`config.mk`:
```
export PLATFORM = sky130hd
export DESIGN_NAME = i2c_apb_regs
export DESIGN_NICKNAME = d
export VERILOG_FILES = /design/src/rtl/i2c_apb_regs.sv
export SDC_FILE = /design/constraint.sdc
export NUM_CORES = 1
export LEC_CHECK = 0
export BUFFER_PORTS_ARGS = -buffer_cell sky130_fd_sc_hd__clkbuf_2
export CAP_MARGIN = 10
export CORE_ASPECT_RATIO = 0.7
export CORE_MARGIN = 3
export CORE_UTILIZATION = 51
export DETAILED_ROUTE_END_ITERATION = 16
export GPL_ROUTABILITY_DRIVEN = 0
export GPL_TIMING_DRIVEN = 0
export HOLD_SLACK_MARGIN = 0.02
export PLACE_DENSITY = 0.91
export SYNTH_ARGS = -nofsm -noshare
export SYNTH_HDL_FRONTEND = slang
export SYNTH_SLANG_ARGS = --single-unit
```
`constraint.sdc`:
```
create_clock -name clk -period 2 [get_ports clk]
set_input_delay 0.1 -clock clk [delete_from_list [all_inputs] [get_ports clk]]
set_output_delay 0.1 -clock clk [all_outputs]
set_load 0.03 [all_outputs]
```
`src/rtl/i2c_apb_regs.sv`:
```
// rtl/i2c_apb_regs.sv - APB3 register file for the I2C controller
//
// Purpose:
//   Register block between the APB interconnect and the I2C core/FIFOs.
//   Every transfer takes exactly one wait state. Read data and the error
//   flag are captured when the access phase is accepted. Side effects
//   (register writes, FIFO strobes, ISR clears, soft-reset loads) happen in
//   the single cycle where apb_ready is high, and only if apb_sel is still
//   asserted. Interrupts are rising-edge detected, cleared by writing 1
//   (W1C), masked by IER and gated by GIE.
//
// Ports:
//   clk, rstn                       clock, asynchronous active-low reset
//   apb_sel/en/write/addr/wdata     APB3 request
//   apb_ready/rdata/slverr          APB3 response (rdata/slverr valid with ready)
//   irq                             level interrupt to the CPU
//   tx_fifo_ocy/wr/wdat             TX FIFO occupancy, push strobe, push data
//   rx_fifo_ocy/rd/rdat/pirq        RX FIFO occupancy, pop strobe, head data, threshold
//   slv_adr, cr                     slave address {ten_adr, adr} and control register
//   sr                              status from the core
//   irq_req                         level interrupt requests from the core
//   srstn                           soft reset to the core, active low

module i2c_apb_regs #(
  parameter int ADDR_W      = 9,
  parameter int FIFO_AW     = 4,
  parameter int N_IRQ       = 8,
  parameter int SRST_CYCLES = 10
) (
  input  logic                 clk,
  input  logic                 rstn,
  input  logic                 apb_sel,
  input  logic                 apb_en,
  input  logic                 apb_write,
  input  logic [31:0]          apb_addr,
  input  logic [31:0]          apb_wdata,
  output logic                 apb_ready,
  output logic [31:0]          apb_rdata,
  output logic                 apb_slverr,
  output logic                 irq,
  input  logic [FIFO_AW:0]     tx_fifo_ocy,
  output logic                 tx_fifo_wr,
  output logic [9:0]           tx_fifo_wdat,
  input  logic [FIFO_AW:0]     rx_fifo_ocy,
  output logic                 rx_fifo_rd,
  input  logic [7:0]           rx_fifo_rdat,
  output logic [FIFO_AW:0]     rx_fifo_pirq,
  output logic [9:0]           slv_adr,
  output logic [6:0]           cr,
  input  logic [7:0]           sr,
  input  logic [N_IRQ-1:0]     irq_req,
  output logic                 srstn
);

  localparam int OW = FIFO_AW + 1;
  localparam int CW = $clog2(SRST_CYCLES + 1);
  localparam logic [OW-1:0]     FIFO_FULL = OW'(1 << FIFO_AW);
  localparam logic [CW-1:0]     SRST_LOAD = CW'(SRST_CYCLES);
  localparam logic [ADDR_W-1:0] A_GIE    = ADDR_W'(12'h01C);
  localparam logic [ADDR_W-1:0] A_ISR    = ADDR_W'(12'h020);
  localparam logic [ADDR_W-1:0] A_IER    = ADDR_W'(12'h028);
  localparam logic [ADDR_W-1:0] A_SOFTR  = ADDR_W'(12'h040);
  localparam logic [ADDR_W-1:0] A_CR     = ADDR_W'(12'h100);
  localparam logic [ADDR_W-1:0] A_SR     = ADDR_W'(12'h104);
  localparam logic [ADDR_W-1:0] A_TX     = ADDR_W'(12'h108);
  localparam logic [ADDR_W-1:0] A_RX     = ADDR_W'(12'h10C);
  localparam logic [ADDR_W-1:0] A_ADR    = ADDR_W'(12'h110);
  localparam logic [ADDR_W-1:0] A_TXOCY  = ADDR_W'(12'h114);
  localparam logic [ADDR_W-1:0] A_RXOCY  = ADDR_W'(12'h118);
  localparam logic [ADDR_W-1:0] A_TEN    = ADDR_W'(12'h11C);
  localparam logic [ADDR_W-1:0] A_PIRQ   = ADDR_W'(12'h120);

  typedef enum logic [0:0] {S_IDLE, S_ACC} state_t;

  state_t              r_state;
  logic                r_ready;
  logic [31:0]         r_rdata;
  logic                r_slverr;
  logic [ADDR_W-1:0]   r_addr;
  logic [31:0]         r_wdata;
  logic                r_write;
  logic                r_tx_wr;
  logic [9:0]          r_tx_wdat;
  logic                r_rx_rd;
  logic                r_gie;
  logic [N_IRQ-1:0]    r_ier;
  logic [N_IRQ-1:0]    r_isr;
  logic [N_IRQ-1:0]    r_irq_d;
  logic                r_irq;
  logic [6:0]          r_cr;
  logic [6:0]          r_adr;
  logic [2:0]          r_ten;
  logic [OW-1:0]       r_pirq;
  logic [CW-1:0]       r_srst_cnt;

  logic [ADDR_W-1:0]   w_addr;
  logic [31:0]         w_rdata;
  logic                w_err;
  logic                w_acc_wr;
  logic [N_IRQ-1:0]    w_isr_clr;
  logic [N_IRQ-1:0]    w_isr_set;
  logic                w_unused;

  assign w_addr   = apb_addr[ADDR_W-1:0];
  assign w_unused = &{1'b0, apb_addr[31:ADDR_W]};

  // Read data and error response, decoded from the live request so they can
  // be captured on the IDLE->ACC edge.
  always_comb begin
    w_rdata = 32'h0;
    w_err   = 1'b0;
    case (w_addr)
      A_GIE:   w_rdata = {31'h0, r_gie};
      A_ISR:   w_rdata = 32'(r_isr);
      A_IER:   w_rdata = 32'(r_ier);
      A_SOFTR: w_rdata = 32'h0;
      A_CR:    w_rdata = 32'(r_cr);
      A_SR:    begin w_rdata = 32'(sr); w_err = apb_write; end
      A_TX:    w_err = apb_write && (tx_fifo_ocy == FIFO_FULL);
      A_RX: begin
        if (apb_write || rx_fifo_ocy == '0) w_err = 1'b1;
        else                                w_rdata = {24'h0, rx_fifo_rdat};
      end
      A_ADR:   w_rdata = {24'h0, r_adr, 1'b0};
      A_TXOCY: begin w_rdata = 32'(tx_fifo_ocy); w_err = apb_write; end
      A_RXOCY: begin w_rdata = 32'(rx_fifo_ocy); w_err = apb_write; end
      A_TEN:   w_rdata = 32'(r_ten);
      A_PIRQ:  w_rdata = 32'(r_pirq);
      default: begin w_rdata = 32'hDEADBEEF; w_err = 1'b1; end
    endcase
  end

  // A write only takes effect if the master still holds apb_sel in the ACC
  // cycle; dropping it aborts the transfer with no side effect.
  assign w_acc_wr  = (r_state == S_ACC) && apb_sel && r_write && !r_slverr;
  assign w_isr_clr = (w_acc_wr && r_addr == A_ISR) ? r_wdata[N_IRQ-1:0] : '0;
  assign w_isr_set = irq_req & ~r_irq_d;

  always_ff @(posedge clk or negedge rstn) begin
    if (!rstn) begin
      r_state    <= S_IDLE;
      r_ready    <= 1'b0;
      r_rdata    <= 32'h0;
      r_slverr   <= 1'b0;
      r_addr     <= '0;
      r_wdata    <= 32'h0;
      r_write    <= 1'b0;
      r_tx_wr    <= 1'b0;
      r_tx_wdat  <= 10'h0;
      r_rx_rd    <= 1'b0;
      r_gie      <= 1'b0;
      r_ier      <= '0;
      r_isr      <= '0;
      r_irq_d    <= '0;
      r_irq      <= 1'b0;
      r_cr       <= 7'h0;
      r_adr      <= 7'h0;
      r_ten      <= 3'h0;
      r_pirq     <= '0;
      r_srst_cnt <= '0;
    end else begin
      r_ready <= 1'b0;
      r_tx_wr <= 1'b0;
      r_rx_rd <= 1'b0;
      case (r_state)
        S_IDLE: begin
          if (apb_sel && apb_en && !r_ready) begin
            r_state  <= S_ACC;
            r_ready  <= 1'b1;
            r_rdata  <= w_rdata;
            r_slverr <= w_err;
            r_addr   <= w_addr;
            r_wdata  <= apb_wdata;
            r_write  <= apb_write;
            // Strobes are armed here so they are high exactly in the ACC cycle.
            r_tx_wr  <= apb_write && (w_addr == A_TX) && !w_err;
            r_rx_rd  <= !apb_write && (w_addr == A_RX) && !w_err;
            if (apb_write && (w_addr == A_TX)) r_tx_wdat <= apb_wdata[9:0];
          end
        end
        default: r_state <= S_IDLE;
      endcase

      if (w_acc_wr) begin
        case (r_addr)
          A_GIE:   r_gie  <= r_wdata[0];
          A_IER:   r_ier  <= r_wdata[N_IRQ-1:0];
          A_CR:    r_cr   <= r_wdata[6:0];
          A_ADR:   r_adr  <= r_wdata[7:1];
          A_TEN:   r_ten  <= r_wdata[2:0];
          A_PIRQ:  r_pirq <= r_wdata[OW-1:0];
          default: ;
        endcase
      end

      // Set wins over a simultaneous W1C of the same bit.
      r_irq_d <= irq_req;
      r_isr   <= (r_isr & ~w_isr_clr) | w_isr_set;
      r_irq   <= r_gie && |(r_isr & r_ier);

      // Only the exact key starts (or restarts) the soft-reset pulse.
      if (w_acc_wr && r_addr == A_SOFTR && r_wdata == 32'h0000_000A)
        r_srst_cnt <= SRST_LOAD;
      else if (r_srst_cnt != '0)
        r_srst_cnt <= r_srst_cnt - CW'(1);
    end
  end

  assign apb_ready    = r_ready;
  assign apb_rdata    = r_rdata;
  assign apb_slverr   = r_slverr;
  assign irq          = r_irq;
  assign tx_fifo_wr   = r_tx_wr && apb_sel;
  assign tx_fifo_wdat = r_tx_wdat;
  assign rx_fifo_rd   = r_rx_rd && apb_sel;
  assign rx_fifo_pirq = r_pirq;
  assign slv_adr      = {r_ten, r_adr};
  assign cr           = r_cr;
  assign srstn        = (r_srst_cnt == '0);

endmodule

```
==> results.py, run 1 <==
metrics = {
    "timing": {
        "period_share_pct": 97.3,
        "worstMarginPinSlew_ps": 946,
        "hold_viol": 0,
        "slew_headroom_pct": 37.0,
        "slew_viol_final": 0,
        "finalWorstSetupSlack_ps": 53.5,
        "layout_min_cycle_time_ps": 1950,
        "fmax_mhz": 514,
        "setup_viol": 0,
        "tns_ps": 0,
        "fin_skew_ps": 8.02,
    },
    "floorplan": {
        "die_x_um": 130,
        "start_util_pct": 52.8,
        "row_count": 31,
        "fp.coreArea_um2": 10400,
        "io_pins": 173,
        "dieArea_um2": 12100,
        "die_h_um": 93.0,
    },
    "routing": {
        "antenna_left": 0,
        "dr.pass1.iters": 6,
        "wirelength_mm": 18.0,
        "dr.first_iter.drc_count": 564,
        "viasPerCell": 5.83,
        "wl_per_cell_um": 19.9,
        "dr_total_vias": 5251,
        "drc": 0,
    },
    "cts": {
        "cts_tree": "yes",
        "clock_path_buffers": 2,
        "cts.htree.levels": 4,
        "clkTransAtPathRegs_ps": 50,
        "clock_sinks": 117,
        "numCtsBuffers": 17,
        "clkLatencyLatePin_ps": 420,
        "clock-root-buffer": "clkbuf_16",
    },
    "place": {
        "pre_cts_slack_ps": -258,
        "dpl_cell_area_um2": 6410,
        "portBuffers": 140,
        "dp_hpwl_mm": 12.0,
        "dp_cells": 823,
    },
    "global_routing": {
        "grt_max_degree": 118,
        "grt_pass1_wl_mm": 27.4,
        "gr-total-overflow": 0,
        "track_usage_pct": 30.1,
        "grt_pass1_vias": 5212,
        "antenna_found_initial": 0,
    },
    "yosys": {
        "synth-seq-cells": 117,
        "synthFlopType": "dfrtp_1",
        "synth_edf_count": 0,
        "yosysSeqAreaShare_pct": 53.1,
        "synth_cells": 545,
        "synth.distinct_cells": 52,
        "yosysWarnings": 0,
        "syn_area_um2": 5510,
        "syn_avg_cell_area_um2": 10.1,
        "async_reset_ff_share_pct": 100,
    },
    "final_layout": {
        "final_area_um2": 7600,
        "final_cell_mix": "nand2_1, clkbuf_2, dfrtp_1",
        "drive_gt1_share_pct": 33.7,
        "fillers": 686,
        "final_common_cell": "nand2_1",
        "diodes": 0,
        "area_delta_synth_final_pct": 37.9,
        "final_nets": 861,
        "ff_latch_area_um2": 2930,
        "multi_input_area_um2": 2330,
        "final_cells": 901,
    },
    "worst_setup_path": {
        "critPathArrivalTime_ps": 2220,
        "cp_max_fo": 10,
        "required_ps": 2280,
        "critPathKind": "primary input to flop",
        "worstSetupStartpointType": "primary input",
        "critPathCaptureType": "flop",
    },
    "power_and_ir_drop": {
        "p_per_area_nw_per_um2": 911,
        "ir_drop_v": 0.000564,
        "finalPower_mw": 6.92,
        "leakagePower_nw": 3.79,
    },
    "run_status": {
        "outcome": "finished clean",
    },
    "flow_run": {
        "cap_violations": 0,
    },
    "worst_hold_path": {
        "hp-class": "primary input to flop",
    },
}
[final cells by class]
cell class	instances	area share, %
flip-flops and latches	117	38.5
multi-input cells	374	30.7
repair buffers	190	16.1
clock buffers	22	5.98
plain buffers	42	3.42
clock inverters	9	2.32
well taps	132	2.17
inverters	15	0.807
[state kept, by name, summed over array words and instances, names as in the netlist, 3 cells and up]
register and flops:
r_wdata 32, r_addr 9, rx_fifo_pirq 5, r_ten 3, tx_fifo_wdat 10, cr 7, apb_rdata 9, r_isr 8
r_adr 7, r_ier 8, r_srst_cnt 4, r_irq_d 8
[metal layers]
layer / track usage [%] / vias to the layer above / part of all wire [%]
met4: 10.9 / 0 / 2.8
li1: - / 2285 / -
met5: 0 / - / 0
met3: 11.4 / 59 / 13
met1: 37.5 / 2517 / 37
met2: 47.9 / 390 / 47
[logic make-up (layout without fill, tap and decap cells)]
family	after synthesis	after routing	synth area share [%]
xor+xnor	1	1	0.159
fa+ha+maj	1	1	0.227
compound gates	55	55	7.58
buf+inv	60	278	5.92
simple gates	254	254	21.3
mux	56	56	11.6
other cells	1	7	0.0680
flops	117	117	53.1
[critical path: stages]
cell      delay, ps
clkbuf_1        230
nor4b_2         750
or3b_1          450
a311oi_2        320
buf_4           240
a41oi_1         130
[per-stage QoR]
step | hold slack, ps | utilization [%]
3_3_place_gp | 228 | 61.3
3_5_place_dp | 227 | 61.4
5_1_grt | 49.2 | 72.8
4_1_cts | 23.5 | 72.4
2_1_floorplan | -196 | -
6_report | 27.2 | 72.8
[power by group]
part	internal, mW	total [mW]	leakage [nW]	switching, mW
clock	2.23	3.31	0.304	1.08
combinational	0.365	0.860	2.04	0.495
sequential	2.56	2.75	1.45	0.193
total	5.15	6.92	3.79	1.77
[final timing paths]
| kind | from | to | slack, ps | depth (start not counted) |
|---|---|---|---|---|
| worst max-delay path | apb_addr[2] | apb_rdata[1] | 50 | 6 |
| worst min-delay path | rx_fifo_rdat[0] | apb_rdata[0] | 30 | 3 |
| worst max register to register | apb_slverr | r_adr[0] | 70 | 5 |
| worst min register to register | r_wdata[28] | r_wdata[28] | 480 | 2 |
| max in group asynchronous | rstn | r_wdata[6] | 970 | 2 |
| min in group asynchronous | rstn | r_write | 320 | 2 |
[cells in the mapped netlist (all sizes together) (2+ instances only)]
library cell | count | area (um^2)
a41oi | 3 | 26.3
a22oi | 8 | 60.1
mux2 | 42 | 473
a21oi | 3 | 18.8
buf | 30 | 214
nand2 | 158 | 593
dfrtp | 117 | 2930
a31oi | 8 | 50.1
nand3b | 3 | 22.5
nand4 | 4 | 25.0
clkbuf | 15 | 56.3
nor4b | 6 | 65.1
or2 | 4 | 25.0
mux4 | 2 | 45.0
nor3 | 7 | 40.0
a221oi | 4 | 35.0
and2 | 4 | 25.0
a311oi | 2 | 23.8
nand3 | 3 | 15.0
and3 | 4 | 25.0
nor4 | 16 | 100
mux2i | 12 | 120
a22o | 12 | 105
nor2 | 28 | 105
nor2b | 5 | 31.3
a211o | 3 | 26.3
inv | 15 | 56.3
o21ai | 9 | 45.0
or4b | 3 | 33.8
nand2b | 2 | 12.5
[timing repair]
action | in CTS | in global routing
hold buffers | 49 | 0
endpoints found under the setup margin | 47 | 47
endpoints found under the hold margin | 184 | 0
gates resized for setup | 7 | 8
buffers inserted | 0 | 1
pin swaps | 1 | 1
(Power assumes the default switching activity.)
==> run 2: changes to the inputs <==
==> config.mk (replaced) <==
export PLATFORM = sky130hd
export DESIGN_NAME = i2c_apb_regs
export DESIGN_NICKNAME = d
export VERILOG_FILES = /design/src/rtl/i2c_apb_regs.sv
export SDC_FILE = /design/constraint.sdc
export NUM_CORES = 1
export LEC_CHECK = 0
export CAP_MARGIN = 10
export CORE_ASPECT_RATIO = 0.7
export CORE_MARGIN = 3
export CORE_UTILIZATION = 63
export DETAILED_ROUTE_END_ITERATION = 16
export DONT_BUFFER_PORTS = 1
export GPL_ROUTABILITY_DRIVEN = 0
export GPL_TIMING_DRIVEN = 0
export HOLD_SLACK_MARGIN = 0.02
export PLACE_DENSITY = 0.9
export SETUP_SLACK_MARGIN = 0.4
export SYNTH_ARGS = -nofsm -noshare
export SYNTH_HDL_FRONTEND = slang
export SYNTH_SLANG_ARGS = --single-unit
==> results.py, run 2 (same netlist as run 1, synthesis figures left out) <==
metrics = {
    "timing": {
        "fmax_mhz": 496,
        "slew_headroom_pct": 47.4,
        "worstMarginPinSlew_ps": 783,
        "period_share_pct": 101,
        "fin_skew_ps": 15.7,
        "layout_min_cycle_time_ps": 2020,
        "hold_viol": 117,
        "grt_setup_unrepaired": "yes",
        "tns_ps": -36.2,
        "setup_viol": 4,
        "finalWorstSetupSlack_ps": -16.3,
        "slew_viol_final": 0,
        "holdWs_ps": -644,
    },
    "final_layout": {
        "final_cell_mix": "nand2_1, dfrtp_1, dlygate4sd3_1",
        "largest-register": "r_wdata",
        "diodes": 0,
        "final_common_cell": "nand2_1",
        "largest_register_ffs": 32,
        "final_util_pct": 91.9,
        "fillers": 290,
        "drive_gt1_share_pct": 27.9,
        "multi_input_area_um2": 2650,
        "final_nets": 749,
        "ff_latch_area_um2": 2940,
        "area_delta_synth_final_pct": 36.3,
    },
    "global_routing": {
        "antenna_found_initial": 1,
        "track_usage_pct": 44.2,
        "grt_pass1_vias": 5560,
        "gr-total-overflow": 0,
        "grt_pass1_wl_mm": 32.8,
        "grt_max_degree": 118,
    },
    "routing": {
        "antenna_left": 0,
        "viasPerCell": 7.38,
        "wirelength_mm": 24.5,
        "dr_total_vias": 5700,
        "drc": 0,
        "dr.pass1.iters": 12,
        "dr.first_iter.drc_count": 1177,
        "wl_per_cell_um": 31.7,
    },
    "cts": {
        "clock-root-buffer": "clkbuf_16",
        "clkTransAtPathRegs_ps": 60,
        "numCtsBuffers": 17,
        "cts.htree.levels": 4,
        "cts_tree": "yes",
        "clock_path_buffers": 2,
        "postCtsHoldBufs": 61,
        "clock_sinks": 117,
        "clkLatencyLatePin_ps": 440,
    },
    "power_and_ir_drop": {
        "clkPwrFrac_pct": 46.1,
        "switching_share_pct": 28.3,
        "ir_drop_v": 0.000779,
        "p_int_mw": 4.96,
        "p_per_area_nw_per_um2": 921,
        "leakagePower_nw": 3.51,
        "seq_power_share_pct": 41.1,
        "combinationalPowerShare_pct": 12.8,
        "finalPower_mw": 6.91,
        "p_switching_mw": 1.96,
    },
    "worst_setup_path": {
        "critPathSlowestCell": "dfrtp_2",
        "worstSetupStartpointType": "flop",
        "path_buf_inv": 0,
        "cpPeakStageDelay_ps": 480,
        "critPathCaptureType": "flop",
        "crit_path_cell_trace": "nand4b_1 > or2_4 > nor2_4 > nand2_4 > mux2_2",
        "crit_family": "simple AND/OR/NAND/NOR gates",
        "required_ps": 2300,
        "critPathKind": "flop to flop",
        "critPathArrivalTime_ps": 2320,
        "cp_max_fo": 7,
    },
    "place": {
        "dp_hpwl_mm": 11.3,
        "portBuffers": 0,
        "pre_cts_slack_ps": -118,
    },
    "floorplan": {
        "row_count": 27,
        "die_x_um": 118,
        "io_pins": 173,
        "fp.coreArea_um2": 8180,
        "dieArea_um2": 9920,
        "die_h_um": 84.3,
        "start_util_pct": 67.4,
    },
    "run_status": {
        "failed_checks": "negative hold slack, negative setup slack",
        "outcome": "finished, violations left",
    },
    "flow_run": {
        "cap_violations": 0,
    },
    "worst_hold_path": {
        "hp-class": "primary input to asynchronous set/reset pin",
    },
}
==> run 2: changes by cell type in the layout (fill, tap and decap cells not counted), moves of 10 or more <==
cell / change
buf_4: +10
clkbuf_1: -14
clkbuf_2: -136
dfrtp_1: -10
dfrtp_2: +10
dlygate4sd3_1: +12
mux2_2: -18
mux2_4: +18
==> run 2: path summary, 6_finish.rpt <==
check,from,cells after the start,end,slack [ps]
max,apb_slverr,5,cr[4],-20
min,rstn,0,apb_rdata[2],-640
max reg2reg,apb_slverr,5,cr[4],-20
min reg2reg,r_write,2,r_write,500
max in group asynchronous,rstn,0,r_wdata[3],2510
min in group clk,apb_addr[1],3,apb_rdata[1],30
==> run 2: metal layers <==
layer | share of wire, % | GRT usage [%] | vias up
met3 | 18 | 24.4 | 278
li1 | - | - | 2049
met2 | 41 | 66.2 | 776
met4 | 10 | 27.4 | 6
met1 | 31 | 49.7 | 2591
met5 | 0.26 | 1.44 | -
==> run 2: layout make-up <==
| cell class | instances | share of cell area, % |
|---|---|---|
| plain buffers | 45 | 4.90 |
| clock buffers | 21 | 6.26 |
| clock inverters | 9 | 1.70 |
| inverters | 15 | 0.916 |
| multi-input cells | 374 | 35.3 |
| flip-flops and latches | 117 | 39.1 |
| well taps | 116 | 1.93 |
| repair buffers | 75 | 9.83 |
==> run 2: metrics by stage <==
stage,cell area [um^2],cells
6_report,7510,772
5_1_grt,7510,772
4_1_cts,7260,768
3_5_place_dp,5820,667
3_3_place_gp,5820,667
2_1_floorplan,5670,551
==> run 2: power by group through the flow <==
stage,clock network [mW],registers [mW],logic (mW)
final,3.19,2.84,0.882
after global routing,3.25,2.84,0.920
after CTS,3.08,2.78,0.718
after detailed placement,0,2.79,0.569
after global placement,0,2.78,0.536
after floorplan,0,2.73,0.473
==> run 2: timing repair <==
action | 4_1_cts | 5_1_grt
buffers inserted | 8 | 4
gates cloned | 2 | 0
resized for setup | 49 | 67
hold endpoints to repair | 193 | 117
pin swaps | 8 | 10
setup endpoints to repair | 107 | 95
